### src/rtl/fifo_arb_pkg.sv
// Shared types and default sizes for the FIFO-side channel arbiters.
// The read-side arbiter uses it now, and the write-side arbiter will use it later.
package fifo_arb_pkg;

   localparam int NUM_CH = 8;
   localparam int DATA_W = 32;
   localparam int PRIO_W = 8;
   localparam int ADDR_W = 8;
   localparam int IDX_W  = $clog2(NUM_CH);

   typedef enum logic [1:0] {
      IDLE    = 2'b00,
      WAIT    = 2'b01,
      DELIVER = 2'b10
   } arb_state_t;

endpackage

### src/rtl/arb_prio_sel.sv
// Combinational highest-priority picker with round-robin tie-break starting after last_grant.
// Zero latency, with no flow control of its own; any_valid tells the caller whether winner is meaningful.
module arb_prio_sel #(
   parameter  int NUM_CH = 8,
   parameter  int PRIO_W = 8,
   localparam int IDX_W  = $clog2(NUM_CH)
) (
   input  logic [NUM_CH-1:0]        valid,
   input  logic [NUM_CH*PRIO_W-1:0] priorities,
   input  logic [IDX_W-1:0]         last_grant,
   output logic [IDX_W-1:0]         winner,
   output logic                     any_valid
);

   logic [PRIO_W-1:0] prio_a [NUM_CH];
   logic [PRIO_W-1:0] max_prio;
   logic [IDX_W-1:0]  cand;
   logic              found;

   always_comb begin
      for (int i = 0; i < NUM_CH; i++) begin
         prio_a[i] = priorities[i*PRIO_W +: PRIO_W];
      end

      // Priority 0 is legal, so any_valid is tracked separately from max_prio.
      max_prio  = '0;
      any_valid = |valid;
      for (int i = 0; i < NUM_CH; i++) begin
         if (valid[i] && (prio_a[i] > max_prio)) begin
            max_prio = prio_a[i];
         end
      end

      winner = '0;
      found  = 1'b0;
      cand   = '0;
      for (int k = 1; k <= NUM_CH; k++) begin
         cand = IDX_W'((int'(last_grant) + k) % NUM_CH);
         if (!found && valid[cand] && (prio_a[cand] == max_prio)) begin
            winner = cand;
            found  = 1'b1;
         end
      end
   end

endmodule

### src/rtl/fifo_rd_arbiter.sv
// Pops one FIFO word per grant and delivers it to the winning channel with a one-cycle ready pulse.
// The ready pulse comes 2 cycles after fifo_rd_en, for at most 1 word per 3 cycles; no pop is issued while the FIFO is empty.
module fifo_rd_arbiter #(
   parameter  int NUM_CH = fifo_arb_pkg::NUM_CH,
   parameter  int DATA_W = fifo_arb_pkg::DATA_W,
   parameter  int PRIO_W = fifo_arb_pkg::PRIO_W,
   parameter  int ADDR_W = fifo_arb_pkg::ADDR_W,
   localparam int IDX_W  = $clog2(NUM_CH)
) (
   input  logic                     clk,
   input  logic                     reset_n,
   input  logic                     fifo_empty,
   output logic                     fifo_rd_en,
   input  logic [DATA_W-1:0]        fifo_rdata,
   input  logic [NUM_CH-1:0]        valid_dst,
   input  logic [NUM_CH*PRIO_W-1:0] priority_dst,
   input  logic [NUM_CH*ADDR_W-1:0] addr_dst,
   output logic [NUM_CH*DATA_W-1:0] data_dst,
   output logic [NUM_CH-1:0]        ready_dst,
   output logic [ADDR_W-1:0]        grant_addr,
   output logic                     busy
);

   import fifo_arb_pkg::*;

   arb_state_t        state_q, state_d;
   logic [IDX_W-1:0]  winner_q;
   logic [IDX_W-1:0]  last_grant_q;
   logic [IDX_W-1:0]  sel_winner;
   logic              any_valid;
   logic              req;
   logic              pop;
   logic [ADDR_W-1:0] sel_addr;

   arb_prio_sel #(
      .NUM_CH (NUM_CH),
      .PRIO_W (PRIO_W)
   ) u_sel (
      .valid      (valid_dst),
      .priorities (priority_dst),
      .last_grant (last_grant_q),
      .winner     (sel_winner),
      .any_valid  (any_valid)
   );

   assign req = any_valid && !fifo_empty;

   always_comb begin
      sel_addr = '0;
      for (int i = 0; i < NUM_CH; i++) begin
         if (sel_winner == IDX_W'(i)) begin
            sel_addr = addr_dst[i*ADDR_W +: ADDR_W];
         end
      end
   end

   always_comb begin
      state_d = state_q;
      pop     = 1'b0;
      case (state_q)
         IDLE: begin
            if (req) begin
               pop     = 1'b1;
               state_d = WAIT;
            end
         end
         WAIT:    state_d = DELIVER;
         DELIVER: state_d = IDLE;
         default: state_d = IDLE;
      endcase
   end

   // The async reset forces state to IDLE, so the pop is gated to stay low while reset is held.
   assign fifo_rd_en = pop && reset_n;
   assign busy       = (state_q != IDLE);

   always_ff @(posedge clk or negedge reset_n) begin
      if (!reset_n) begin
         state_q      <= IDLE;
         winner_q     <= '0;
         last_grant_q <= IDX_W'(NUM_CH - 1);
         grant_addr   <= '0;
         data_dst     <= '0;
         ready_dst    <= '0;
      end else begin
         state_q <= state_d;
         case (state_q)
            IDLE: begin
               if (req) begin
                  winner_q     <= sel_winner;
                  last_grant_q <= sel_winner;
                  grant_addr   <= sel_addr;
               end
            end
            WAIT: begin
               for (int i = 0; i < NUM_CH; i++) begin
                  ready_dst[i] <= (winner_q == IDX_W'(i));
                  if (winner_q == IDX_W'(i)) begin
                     data_dst[i*DATA_W +: DATA_W] <= fifo_rdata;
                  end
               end
            end
            DELIVER: ready_dst <= '0;
            default: ready_dst <= '0;
         endcase
      end
   end

endmodule

### config.mk
export PLATFORM = sky130hd
export DESIGN_NAME = fifo_rd_arbiter
export DESIGN_NICKNAME = d
export VERILOG_FILES = /design/src/rtl/fifo_arb_pkg.sv /design/src/rtl/arb_prio_sel.sv /design/src/rtl/fifo_rd_arbiter.sv
export SDC_FILE = /design/constraint.sdc
export NUM_CORES = 1
export LEC_CHECK = 0
export BUFFER_PORTS_ARGS = -buffer_cell sky130_fd_sc_hd__clkbuf_2
export CAP_MARGIN = 20
export CORE_MARGIN = 2
export CORE_UTILIZATION = 40
export CTS_BUF_LIST = sky130_fd_sc_hd__clkbuf_16
export DETAILED_ROUTE_END_ITERATION = 12
export PLACE_DENSITY = 0.71
export SYNTH_ARGS = -nofsm -noshare
export SYNTH_HDL_FRONTEND = slang
export SYNTH_SLANG_ARGS = --single-unit
### constraint.sdc
create_clock -name clk -period 11.29 [get_ports clk]
set_input_delay 0.5645 -clock clk [delete_from_list [all_inputs] [get_ports clk]]
set_output_delay 0.5645 -clock clk [all_outputs]
set_load 0.005 [all_outputs]
==> metrics.csv <==
stage,metric,value,unit
detailed_routing,final_antenna_net_count,0,
sta,fin_crit_sh,128,%
pwr,powerDensity,326,nW/um^2
sta,rsz0062_at_grt,true,
sta,slew_headroom,29.5,%
sta,finalWorstSetupSlack,-3180,ps
detailed_routing,wl,81900,microns
setup_path,slowest_delay,590,ps
setup_path,crit_arrival,14940,ps
yosys,synth_edf_count,0,
hold_path,hold_path.class,in -> async,
setup_path,startpoint_type,input port,
setup_path,worstPathRequired,11770,ps
status,status,"finished, violations left",
sta,slew_viol_final,0,
clock_tree,cts_hold_buf,0,
sta,setup-violations-final,14,
yosys,synth_area,18900,sq um
sta,tns,-42460,ps
layout,final_core_util,57.8,%
clock_tree,clock-root-buffer,clkbuf_16,
detailed_routing,avgRoutedWirePerCell,26.7,microns
sta,hold_viol,0,
yosys,synth_cells,1659,
yosys,synthTopCellsByCount,"dfrtp_1, mux2_2, mux2i_1",
detailed_routing,vias,18300,
setup_path,reg2reg_to,grant_addr[5]$_DFFE_PN0P_,
clock_tree,cts_tree,yes,
global_routing,grt_max_degree,93,
sta,fmax,0.0691,GHz
yosys,ys.warnings.count,0,
floorplanning,die_h,221,microns
sta,min_period,14470,ps
sta,skew,22.4,ps
layout,areaGrowthSynthToFinish,42.7,%
setup_path,critPathSlowestCell,or4b_4,
clock_tree,clk_path_buf_depth,3,
detailed_routing,dr.pass1.iters,7,
yosys,seq_area_frac_synth,37.2,%
layout,drive_gt1_share,59.0,%
pwr,leakagePower,12.7,nW
pwr,ir_drop,0.181,mV
clock_tree,insertion_delay,570,ps
setup_path,regToRegSetupSlack,4100,ps
clock_tree,clkTransAtPathRegs,60,ps
yosys,synth-seq-cells,280,
yosys,ys.flop_type,dfrtp_1,
clock_tree,clock-sinks,280,
global_routing,antenna_found_initial,2,
floorplanning,num_io_pins,445,
global_routing,overflow,0,
setup_path,endpoint_kind,flip-flop,
detailed_routing,first_iter_violations,1572,
yosys,yosysTopAreaCell,dfrtp_1,
yosys,netlist.area_leader.share,36.7,%
floorplanning,start_util,40.5,%
run,maxCapViolCount,0,
global_routing,grt_first_pass_wirelength,121000,microns
floorplanning,die_w,221,microns
setup_path,crit_path_max_fanout,8,
yosys,synthesis.nets,1880,
yosys,avgSynthCellArea,11.4,sq um
layout,nets,2661,
detailed_routing,viasPerCell,5.96,
detailed_routing,drc_errors,0,
placement,gp_congestion,1.00,
floorplanning,placementRows,79,
status,violations,setup timing,
global_routing,grt_pass1_vias,18700,
placement,portBuffers,444,
sta,tightest_slew,1030,ps
yosys,synth_area_leaders,"dfrtp_1, mux2_2, mux4_2",
setup_path,path_common_cell,buf_4,
setup_path,critPathKind,in -> reg,
floorplanning,core_area,46600,sq um
floorplanning,die_area,48900,sq um
yosys,synth_most_common_cell,dfrtp_1,
clock_tree,numCtsBuffers,28,
placement,hpwl,60400,microns
global_routing,grt_usage,32.0,%
yosys,ys_types,100,
clock_tree,htreeDepth,1,
yosys,synth-async-reset-ratio,100,%
setup_path,r2r_cells,24,
setup_path,reg2reg_from,last_grant_q[1]$_DFFE_PN1P_,
==> registers in the layout (all words and copies together), names as in the netlist <==
register      flops
data_dst        256
grant_addr        8
last_grant_q      3
ready_dst         8
state_q           2
winner_q          3
==> through the flow <==
stage | total power [mW] | setup slack (ps) | hold WS, ps | instance area [sq um] | cells
global route | 9.20 | -3820 | 64.3 | 26900 | 3067
floorplan | 4.66 | -2940 | 269 | 19200 | 1659
global placement | 6.72 | -3680 | 461 | 23600 | 2851
finish | 8.77 | -3180 | 14.1 | 26900 | 3067
CTS | 8.13 | -2660 | 31.4 | 25900 | 3014
detailed placement | 6.77 | -4000 | 463 | 23600 | 2852
==> worst max path at each step <==
stage	startpoint	end	depth (start not counted)	slack [ps]
finish	valid_dst[0]	grant_addr[5]$_DFFE_PN0P_	89	-3180
global route	valid_dst[0]	grant_addr[6]$_DFFE_PN0P_	91	-3820
CTS	valid_dst[0]	grant_addr[5]$_DFFE_PN0P_	88	-2660
detailed placement	valid_dst[0]	grant_addr[2]$_DFFE_PN0P_	77	-4000
global placement	valid_dst[0]	grant_addr[2]$_DFFE_PN0P_	81	-3680
floorplan	valid_dst[0]	grant_addr[7]$_DFFE_PN0P_	86	-2940
==> layer usage <==
metal  share of wire (%)  vias up  routed length, microns  GRT usage [%]
met5                   0        -                       0              0
met3                 7.9      245                    6450           6.83
met4                 5.0        0                    4080           14.0
li1                    -     7847                       -              -
met2                  48      904                   39300           53.5
met1                  39     9295                   32100           40.0
==> logic make-up after synthesis <==
logic type | share of synthesized area (%)
buffers and inverters | 3.46
xor gates and xnor gates | 4.97
DFF | 37.2
AOI/OAI and AO/OA | 12.3
and+or+nand+nor | 7.95
adders and majority gates | 3.32
muxes | 30.8
==> what timing repair did <==
item,CTS,global route
pin swaps,54,86
endpoints found under the hold margin,0,0
buffers inserted,110,49
cloned,4,4
endpoints found under the setup margin,14,14
resized for setup,103,118
==> report_power, final <==
group | internal (mW) | switching (mW)
registers | 1.41 | 0.265
clock network | 0.498 | 0.395
logic | 3.03 | 3.16
total | 4.94 | 3.82
==> cell type report <==
class	instances	area, sq um
repair buffers	861	5700
well taps	607	759
inverters	53	204
clock inverters	20	174
multi-input cells	1216	12400
flip-flops and latches	280	7010
clock buffers	28	701
diodes	2	5.00
fillers	3906	19600
==> critical path, delay by kind of cell <==
| kind | cells | cell delay, ps |
|---|---|---|
| mux | 3 | 670 |
| buf+inv | 27 | 3320 |
| fa+ha+maj | 6 | 1650 |
| simple gates | 24 | 3800 |
| compound gates | 29 | 4960 |
==> cells in the final DEF (no fill, tap or decap), types with 29 or more instances in the layout <==
master,netlist,routed
a21oi_1,58,36
xor2_1,39,37
mux2_2,271,269
mux4_2,74,74
nor2_1,70,50
buf_6,2,30
mux2i_1,105,99
clkbuf_2,0,442
inv_1,48,45
nand2_1,70,60
nand3_1,34,29
xnor2_1,68,67
dfrtp_1,277,277
buf_4,4,370
clkbuf_16,0,33
Power figures use the tool's default switching activity.
